## config.mk

```make
export PLATFORM = sky130hd
export DESIGN_NAME = fetch_unit
export DESIGN_NICKNAME = d
export VERILOG_FILES = /design/src/rtl/fetch_unit_pkg.sv /design/src/rtl/fetch_unit_redirect_latch.sv /design/src/rtl/fetch_unit.sv
export SDC_FILE = /design/constraint.sdc
export NUM_CORES = 1
export LEC_CHECK = 0
export BUFFER_PORTS_ARGS = -buffer_cell sky130_fd_sc_hd__buf_4
export CAP_MARGIN = 20
export CORE_UTILIZATION = 47
export DETAILED_ROUTE_END_ITERATION = 8
export GPL_TIMING_DRIVEN = 1
export PLACE_DENSITY = 0.76
export RECOVER_POWER = 25
export SYNTH_ARGS = -nofsm -noshare
export SYNTH_HDL_FRONTEND = slang
export SYNTH_SLANG_ARGS = --single-unit
```

## constraint.sdc

```tcl
create_clock -name clk -period 2.2 [get_ports clk]
set_clock_uncertainty 0.05 [all_clocks]
set_input_delay 0.22 -clock clk [delete_from_list [all_inputs] [get_ports clk]]
set_output_delay 0.22 -clock clk [all_outputs]
set_load 0.01 [all_outputs]
```

## src/rtl/fetch_unit_pkg.sv

```systemverilog
// fetch_unit_pkg: shared fetch-stage types and constants
package fetch_unit_pkg;
  typedef enum logic [1:0] {BOOT, RUN, STALL, STALL_REDIR} state_t;
  localparam logic [31:0] NOP_INSTR = 32'h0;
  localparam logic [31:0] DEF_RESET_PC = 32'd0;
  localparam logic [31:0] DEF_RESET_NPC = 32'd4;
  localparam logic [31:0] PC_INC = 32'd4;
endpackage

```

## src/rtl/fetch_unit_redirect_latch.sv

```systemverilog
// redirect_latch: holds a branch target seen during a stall; live target takes priority
module redirect_latch (
  input  logic        clk,
  input  logic        reset,
  input  logic        load,
  input  logic        clear,
  input  logic        sel_live,
  input  logic [31:0] live_target,
  output logic [31:0] target,
  output logic        pending
);
  logic [31:0] held;
  always_ff @(posedge clk or negedge reset)
    if (!reset) begin
      held <= '0;
      pending <= 1'b0;
    end else if (load) begin
      held <= live_target & ~32'h3;
      pending <= 1'b1;
    end else if (clear) begin
      held <= '0;
      pending <= 1'b0;
    end
  assign target = sel_live ? live_target & ~32'h3 : held;
endmodule

```

## src/rtl/fetch_unit.sv

```systemverilog
// fetch_unit: PC/nPC sequencing with delayed-branch redirect, stall handling and IF/ID register
module fetch_unit
  import fetch_unit_pkg::*;
#(
  parameter logic [31:0] RESET_PC = DEF_RESET_PC,
  parameter logic [31:0] RESET_NPC = DEF_RESET_NPC,
  parameter int ADDR_W = 9
) (
  input  logic              clk,
  input  logic              reset,
  input  logic              pc_enable,
  input  logic              load_enable,
  input  logic              branch_taken,
  input  logic [31:0]       branch_target,
  output logic [ADDR_W-1:0] imem_addr,
  input  logic [31:0]       imem_data,
  output logic [31:0]       pc_out,
  output logic [31:0]       npc_out,
  output logic [31:0]       if_id_instr,
  output logic [31:0]       if_id_pc,
  output logic              if_id_valid,
  output logic              redirect_pending
);
  state_t state, state_nx;
  logic [31:0] target, npc_nx;
  logic adv, load, clear;
  assign adv = pc_enable && state != BOOT;
  assign load = !pc_enable && branch_taken && state != BOOT;
  assign clear = adv && state == STALL_REDIR;
  redirect_latch u_latch (
    .clk(clk), .reset(reset), .load(load), .clear(clear), .sel_live(branch_taken),
    .live_target(branch_target), .target(target), .pending(redirect_pending)
  );
  always_comb begin
    state_nx = (state == BOOT || pc_enable) ? RUN :
               branch_taken ? STALL_REDIR :
               state == RUN ? STALL : state;
    npc_nx = (branch_taken || state == STALL_REDIR) ? target : npc_out + PC_INC;
  end
  always_ff @(posedge clk or negedge reset)
    if (!reset) begin
      state <= BOOT;
      pc_out <= RESET_PC;
      npc_out <= RESET_NPC;
      if_id_instr <= NOP_INSTR;
      if_id_pc <= '0;
      if_id_valid <= 1'b0;
    end else begin
      state <= state_nx;
      if (adv) begin
        pc_out <= npc_out;
        npc_out <= npc_nx;
      end
      if (state == BOOT) begin
        if_id_instr <= NOP_INSTR;
        if_id_valid <= 1'b0;
      end else if (load_enable) begin
        if_id_instr <= imem_data;
        if_id_pc <= pc_out;
        if_id_valid <= 1'b1;
      end
    end
  assign imem_addr = pc_out[ADDR_W-1:0];
endmodule

```

== After elaboration in Yosys (flattened, before gate mapping) ==
Index checks and enable logic that the tools add are counted.

* Reductions and logical operators: 13
* Equality and inequality tests: 2
* Mux-type cells: 13
* $add $sub $neg: 1
* Bitwise operators: 1

{| class="wikitable"
|+ Operator list
! kind !! number
|-
| $mux W32 || 6
|-
| $add A32 B3 Y32 const B || 1
|-
| $mux W2 || 3
|-
| $reduce_bool A2 Y1 || 3
|-
| $logic_and A1 B1 Y1 || 4
|-
| $mux W1 || 4
|-
| $reduce_bool A3 Y1 || 1
|-
| $eq A2 B1 Y1 const B || 1
|-
| $eq A2 B2 Y1 const B || 1
|-
| $logic_not A2 Y1 || 1
|-
| $logic_or A1 B1 Y1 || 2
|-
| $reduce_and A2 Y1 || 1
|-
| $logic_not A1 Y1 || 1
|-
| $not A1 Y1 || 1
|}

* Input port bits: 69
* Register bits: 164
* Output and inout port bits: 139

== Depth between registers and ports, before layout ==
Gate-level depths: netlist of the first run.

* Word-level depth: 5
* Gate-level depth with buffers: 7

== Cells and area by module ==
A second synthesis of the first run with hierarchy kept.

* Cell total of the unflattened synthesis: 728
* Area, all modules: 7477.2 um^2

{| class="wikitable"
|+ By module, submodules not included
! module !! area an instance (um^2) !! instances !! cells an instance
|-
| fetch_unit || 5799.3 || 1 || 560
|-
| redirect_latch || 1677.9 || 1 || 168
|}

== Least setup slack after synthesis of the first run ==
Ideal clock, no wire load.

* Path type: flip-flop to flip-flop
* Start: register npc_out[2]
* End: register npc_out[26]
* Arrival: 1.946 ns
* Required time: 2.019 ns
* Period minus slack after synthesis: 2.127 ns
* Stages on the path, launching flop included: 7
* Setup time: 0.131 ns
* Slack: 0.073 ns
* Cells stage by stage: dfstp_2 -> ha_1 -> and4_1 -> buf_2 -> nand4_2 -> o311a_1 -> or3_1

* Cells in the longest elaborated chain, start to end: 2

{| class="wikitable"
|+ RTL lines
! what !! line !! RTL
|-
| start, declared || fetch_unit.sv:18 || <nowiki>output logic [31:0] npc_out,</nowiki>
|-
| start signal, assigned || fetch_unit.sv:52 || <nowiki>npc_out <= npc_nx;</nowiki>
|-
| $add A32 B3 Y32 || fetch_unit.sv:38 || <nowiki>npc_nx = (branch_taken || state == STALL_REDIR) ? target : npc_out + PC_INC;</nowiki>
|-
| $mux W32 || fetch_unit.sv:38 ||
|}

Every way passes these cells.
A chain may end at the register's enable or synchronous reset.

== Worst setup path in the final report of the first run ==
* Start: register npc_out[2]
* End: register npc_out[30]

The elaborated chain is that of the path after synthesis.

==> impl_metrics.py, run 1 <==
metrics = {
    "run_status": {
        "run_status": "finished clean",
    },
    "clock_tree": {
        "htree_levels": 4,
        "cts_sinks": 156,
        "clock_latency_ns": 0.43,
        "cts_tree": "built",
        "cts_buffer_depth": 2,
        "cts-root-buf": "clkbuf_16",
        "numCtsBuffers": 17,
        "cts.clk_slew.worst_paths_ns": 0.07,
    },
    "layout": {
        "fillCellCount": 1167,
        "design_area_um2": 10300,
        "layout.nets": 1037,
        "layout-drive-gt1-share": 0.331,
        "regArea_um2": 3910,
        "final_util": 0.678,
        "antenna_cells": 0,
        "layout_commonest_cell": "buf_4",
        "multiInputGateArea_um2": 3120,
        "area_growth_pct": 40.6,
        "final_cell_mix": "buf_4, dfrtp_1, nand2_1",
    },
    "pwr": {
        "leakagePower_nw": 4.97,
        "power.density_nw_per_um2": 894,
        "ir_worst_vdd_mv": 0.640,
    },
    "timing": {
        "hold_violations": 0,
        "setup_viol": 0,
        "fin_crit_ns": 2.09,
        "worstMarginPinSlew_ns": 1.12,
        "period_share": 0.949,
        "max-slew-margin-rel": 0.256,
        "setup_tns_ns": 0,
        "slew_violations": 0,
        "max_freq_mhz": 479,
        "grt_setup_unrepaired": "no",
        "hold_slack_ns": 0.00269,
    },
    "placed_design": {
        "place_hpwl_um": 14000,
        "port_buffers": 197,
        "gp_congestion": 0.897,
        "placed_cell_area_um2": 9200,
    },
    "floorplanning": {
        "floorplan.core_area_um2": 15300,
        "start_util": 0.482,
        "ios": 208,
        "die_h_um": 127,
        "die_area_um2": 16100,
        "die_x_um": 127,
        "row_count": 45,
    },
    "global_routing": {
        "grt_max_degree": 66,
        "overflow": 0,
        "grt_pass1_vias": 6506,
        "grt_pass1_wl_um": 33500,
        "grt_antenna_before_repair": 0,
        "grtUsageTotal": 0.266,
    },
    "synth": {
        "yosys.cell_types.count": 59,
        "synth_edf_count": 0,
        "synthCells": 714,
        "syn_area_per_cell_um2": 10.3,
        "synthFlopType": "dfrtp_1",
        "seq_area_frac_synth": 0.531,
        "synth.area.top_cells": "dfrtp_1, nand2_1, mux2i_1",
        "ys_async_sr_fraction": 1.00,
        "synth_top_area_cell": "dfrtp_1",
        "synthesis.area_um2": 7350,
        "yosysTopAreaCellShare": 0.528,
        "synth_seq_cells": 156,
        "yosysWarnings": 0,
    },
    "drt": {
        "drt-wirelength-per-cell_um": 17.6,
        "wirelength_um": 21000,
        "vias": 6685,
        "drt_iter0_drc": 506,
        "firstDrtPassIters": 5,
        "ant_nets": 0,
        "avgViaCountPerCell": 5.61,
        "drc": 0,
    },
    "worst_setup_path": {
        "critPathLaunchType": "flop",
        "critPathKind": "reg -> reg",
        "worstPathMaxFanout": 6,
        "r2r_cells": 6,
        "r2r-start": "npc_out[2]$_DFFE_PN1N_",
        "worstReg2RegEnd": "npc_out[30]$_DFFE_PN0N_",
        "cp.required_ns": 2.50,
        "crit_path_end_kind": "flop",
        "crit_path_start": "npc_out[2]$_DFFE_PN1N_",
        "worstSetupEndpoint": "npc_out[30]$_DFFE_PN0N_",
        "rrSetupSlack_ns": 0.11,
        "crit_arrival_ns": 2.39,
    },
    "job": {
        "max_cap_viol_count": 0,
    },
    "min_path": {
        "hold_path_depth": 3,
        "hold_path.class": "in -> reg",
    },
}
logic make-up (layout without fill, tap and decap cells):
family | after synthesis | in the layout | share of synthesized area
muxes | 68 | 68 | 0.0980
DFF | 156 | 156 | 0.531
and+or+nand+nor | 264 | 264 | 0.174
adders and majority gates | 1 | 1 | 0.00170
buffers and inverters | 83 | 342 | 0.0534
other | 1 | 8 | 0.000510
AOI/OAI and AO/OA | 141 | 141 | 0.141
Yosys cell counts (3+ instances only):
library cell / instances
dfrtp_1: 155
nand2_1: 109
nor2_1: 56
mux2i_1: 36
a22o_1: 32
mux2_2: 32
clkbuf_1: 31
a21oi_1: 28
buf_4: 16
buf_2: 15
nand3_1: 15
nand4_1: 15
o21ai_0: 15
inv_1: 11
nor3_1: 10
o211ai_1: 9
o311ai_0: 9
buf_1: 8
nand2b_1: 8
nand4b_1: 8
a221oi_1: 7
nor4_1: 6
or3_1: 6
a22oi_1: 5
and4_1: 5
o31ai_1: 5
a211oi_1: 4
nor2b_1: 4
o21a_1: 4
o22a_1: 4
or4_1: 4
a2bb2oi_1: 3
registers in the layout, summed over array words and instances, names as in the netlist:
| name | cells |
|---|---|
| if_id_pc | 30 |
| u_latch.pending | 1 |
| pc_out | 30 |
| if_id_valid | 1 |
| u_latch.held | 30 |
| state | 2 |
| npc_out | 30 |
| if_id_instr | 32 |
report_power, final:
part           internal (mW)  switching (mW)  total, mW
logic                   1.23            1.14       2.37
clock network           1.86            1.21       3.07
registers               3.37           0.431       3.80
total                   6.46            2.78       9.24
stage by stage:
stage	instances	setup WS, ns	power (mW)
after floorplan	721	0.0726	4.88
after detailed placement	1104	0.0680	6.11
after global placement	1104	0.111	6.04
after CTS	1190	0.0337	9.26
after global routing	1191	0.0146	9.67
final	1191	0.112	9.24
how the worst min path moves through the flow:
stage                startpoint                     endpoint
6_report          imem_data[28]  if_id_instr[28]$_DFFE_PN0P_
4_1_cts        branch_target[9]  u_latch.held[9]$_DFFE_PN0P_
3_5_place_dp              reset      if_id_pc[6]$_DFFE_PN0P_
2_1_floorplan             reset   if_id_instr[0]$_DFFE_PN0P_
3_3_place_gp              reset      if_id_pc[4]$_DFFE_PN0P_
5_1_grt           imem_data[28]  if_id_instr[28]$_DFFE_PN0P_
repair_timing:
item / 4_1_cts / 5_1_grt
setup buffers: 0 / 1
gates resized for setup: 0 / 3
setup endpoints to repair: 0 / 3
endpoints found under the hold margin: 94 / 0
hold buffers: 54 / 0
final cells by class:
class	count	area share
Tap cell	211	0.0255
Sequential cell	156	0.378
Timing Repair Buffer	299	0.231
Clock inverter	12	0.0157
Multi-Input combinational cell	482	0.301
Clock buffer	20	0.0442
Inverter	11	0.00399
metal layers:
layer / up-vias / wire length [µm] / global-route usage / share of wire
met2: 315 / 9880 / 0.423 / 0.47
met3: 52 / 1270 / 0.0465 / 0.061
met1: 3251 / 9180 / 0.356 / 0.44
met4: 0 / 630 / 0.124 / 0.030
li1: 3067 / - / - / -
met5: - / 0 / 0 / 0
worst max-delay path, stage by stage, from the launching register on:
cell and delay [ns]:
dfstp_2 0.58, ha_2 0.23, and4_4 0.26, buf_4 0.15, nand4_1 0.11, or4_1 0.53
nand3_1 0.10
Note: power is estimated with default switching activity, not from simulation.
==> run 2: changes to the inputs <==
--- a/config.mk
+++ b/config.mk
@@ -5,12 +5,13 @@
 export SDC_FILE = /design/constraint.sdc
 export NUM_CORES = 1
 export LEC_CHECK = 0
+export ABC_AREA = 1
 export BUFFER_PORTS_ARGS = -buffer_cell sky130_fd_sc_hd__buf_4
 export CAP_MARGIN = 20
-export CORE_UTILIZATION = 47
+export CORE_UTILIZATION = 48
 export DETAILED_ROUTE_END_ITERATION = 8
 export GPL_TIMING_DRIVEN = 1
-export PLACE_DENSITY = 0.76
+export PLACE_DENSITY = 0.77
 export RECOVER_POWER = 25
 export SYNTH_ARGS = -nofsm -noshare
 export SYNTH_HDL_FRONTEND = slang
==> run 2 against run 1 <==
Net effect: synthesized area is 2.1% higher; sequential share of layout area rose by 1.1 points; power is 5.3% lower; die area about the same; non-clock buffer count fell by 44; worst setup slack gained 0.18 ns; flip-flop and latch count stayed put; critical path depth increased by 4; maximum frequency up 9.2%; worst hold slack improved by 0.0027 ns; via count is 1.9% higher; clock-buffer cell count is 2 higher; critical endpoint is now npc_out[22]$_DFFE_PN0N_; largest power group unchanged.
==> impl_metrics.py, run 2 <==
metrics = {
    "drt": {
        "firstDrtPassIters": 5,
        "drc": 0,
        "avgViaCountPerCell": 5.15,
        "ant_nets": 0,
        "drt_iter0_drc": 611,
        "wirelength_um": 20100,
        "drt-wirelength-per-cell_um": 15.2,
        "vias": 6812,
    },
    "worst_setup_path": {
        "cp.required_ns": 2.46,
        "critPathLaunchType": "flop",
        "worstPathMaxFanout": 5,
        "rrSetupSlack_ns": 0.29,
        "crit_path_end_kind": "flop",
        "r2r-start": "npc_out[2]$_DFFE_PN1N_",
        "crit_arrival_ns": 2.17,
        "critPathKind": "reg -> reg",
        "worstReg2RegEnd": "npc_out[22]$_DFFE_PN0N_",
        "r2r_cells": 10,
    },
    "timing": {
        "worstMarginPinSlew_ns": 1.21,
        "fin_crit_ns": 1.91,
        "period_share": 0.869,
        "slew_violations": 0,
        "hold_violations": 0,
        "max_freq_mhz": 523,
        "max-slew-margin-rel": 0.196,
        "setup_tns_ns": 0,
        "setup_viol": 0,
        "grt_setup_unrepaired": "no",
    },
    "synth": {
        "yosysWarnings": 0,
        "ys_async_sr_fraction": 1.00,
        "synthFlopType": "dfrtp_1",
        "synth_edf_count": 0,
        "synth_seq_cells": 156,
        "yosysTopAreaCellShare": 0.517,
        "synth.most_common_cell": "nand2_1",
        "seq_area_frac_synth": 0.520,
        "yosys.cell_types.count": 29,
        "yosys-top-cells-count": "nand2_1, dfrtp_1, o21ai_0, inv_1, nand3_1",
        "synth_top_area_cell": "dfrtp_1",
        "synthCells": 903,
        "syn_area_per_cell_um2": 8.31,
        "synth.area.top_cells": "dfrtp_1, nand2_1, o21ai_0",
        "synthesis.area_um2": 7500,
    },
    "floorplanning": {
        "die_x_um": 127,
        "ios": 208,
        "row_count": 45,
        "die_h_um": 127,
        "floorplan.core_area_um2": 15200,
        "die_area_um2": 16100,
        "start_util": 0.494,
    },
    "clock_tree": {
        "cts.clk_slew.worst_paths_ns": 0.06,
        "clock_latency_ns": 0.42,
        "cts_tree": "built",
        "numCtsBuffers": 17,
        "cts_sinks": 156,
        "htree_levels": 4,
        "cts_buffer_depth": 2,
        "cts-root-buf": "clkbuf_16",
        "post_cts_buffers": 0,
    },
    "layout": {
        "layout-drive-gt1-share": 0.259,
        "design_area_um2": 10000,
        "largest_reg_flops": 32,
        "layout_commonest_cell": "nand2_1",
        "antenna_cells": 0,
        "layout.nets": 1191,
        "area_growth_pct": 33.8,
        "largest-register": "if_id_instr",
        "final_cell_mix": "nand2_1, buf_4, dfrtp_1",
    },
    "placed_design": {
        "gp_congestion": 0.879,
        "place_hpwl_um": 14000,
        "placed_cell_area_um2": 9040,
        "port_buffers": 197,
    },
    "global_routing": {
        "overflow": 0,
        "grtUsageTotal": 0.257,
        "grt_max_degree": 74,
        "grt_antenna_before_repair": 0,
        "grt_pass1_vias": 6314,
        "grt_pass1_wl_um": 32500,
    },
    "min_path": {
        "hold_path.class": "in -> reg",
        "worstHoldEndpoint": "if_id_instr[10]$_DFFE_PN0P_",
        "hold_path_depth": 3,
        "hold_path_startpoint": "imem_data[10]",
    },
    "pwr": {
        "power.density_nw_per_um2": 872,
        "ir_worst_vdd_mv": 0.564,
        "leakagePower_nw": 4.93,
    },
    "job": {
        "max_cap_viol_count": 0,
    },
    "run_status": {
        "run_status": "finished clean",
    },
}
[run 2: cell types whose count changed in the layout (fill, tap and decap cells not counted), sizes merged, moves of 11 or more]
cell and change:
a21oi -20, a22o -32, a31oi +11, buf -35, inv +104, mux2i -36
nand2 +116, nand3 +77, nand4 -14, o21ai +110
[run 2: how the worst max path moves through the flow]
stage,startpoint,to,slack [ns],cells past startpoint
finish,npc_out[2]$_DFFE_PN1N_,npc_out[22]$_DFFE_PN0N_,0.29,10
detailed placement,branch_taken,npc_out[12]$_DFFE_PN0N_,0.33,9
floorplan,npc_out[2]$_DFFE_PN1N_,npc_out[26]$_DFFE_PN0N_,0.55,10
CTS,npc_out[2]$_DFFE_PN1N_,npc_out[22]$_DFFE_PN0N_,0.31,10
global route,npc_out[2]$_DFFE_PN1N_,npc_out[24]$_DFFE_PN0N_,0.12,10
global placement,branch_taken,npc_out[8]$_DFFE_PN0N_,0.36,9
[run 2: cell type report]
cell class                      instances  area (µm²)
Clock inverter                         10         115
Tap cell                              188         235
Inverter                              116         435
Multi-Input combinational cell        575        2840
Sequential cell                       156        3910
Clock buffer                           22         464
Fill cell                            1262        5170
Timing Repair Buffer                  255        2040
[run 2: routing by layer]
layer,up-vias,global-route usage,routed length [µm]
met5,-,0,0
met4,0,0.0882,385
met3,28,0.0565,1450
met2,278,0.405,9310
met1,3178,0.354,8950
li1,3328,-,-
[run 2: power breakdown]
group          switching, mW  internal (mW)
Sequential             0.388           3.34
Clock                   1.15           1.73
Combinational           1.13           1.02
Total                   2.66           6.09
[run 2: worst max-delay path, stage by stage, from the launching register on]
cell and delay, ns:
dfstp_2 0.55, ha_1 0.20, nand2_2 0.09, nor2_2 0.15, nand2_2 0.14, nor2_2 0.23
nand2_1 0.09, nand2_1 0.06, nand3_1 0.08, nand2_1 0.10, nand2_1 0.05
[run 2: logic make-up after synthesis]
group,after synthesis,share of synthesized area
buf+inv,179,0.104
other cells,1,0.000500
simple gates,372,0.212
mux,30,0.0450
fa+ha+maj,1,0.00167
flops,156,0.520
compound gates,164,0.116
[run 2: what timing repair did]
item,4_1_cts,5_1_grt
hold buffers,45,0
endpoints found under the hold margin,127,0
resized for setup,0,0
[run 2: per-stage QoR]
step | hold slack (ns) | std cells | setup WS [ns] | power (mW) | util
floorplan | -0.126 | 910 | 0.548 | 4.75 | -
global placement | 0.0633 | 1245 | 0.356 | 5.81 | 0.594
detailed placement | 0.0612 | 1245 | 0.329 | 5.86 | 0.594
CTS | 0.000168 | 1322 | 0.312 | 8.82 | 0.662
global route | 0.0160 | 1322 | 0.118 | 9.22 | 0.660
finish | 0.00537 | 1322 | 0.288 | 8.75 | 0.660
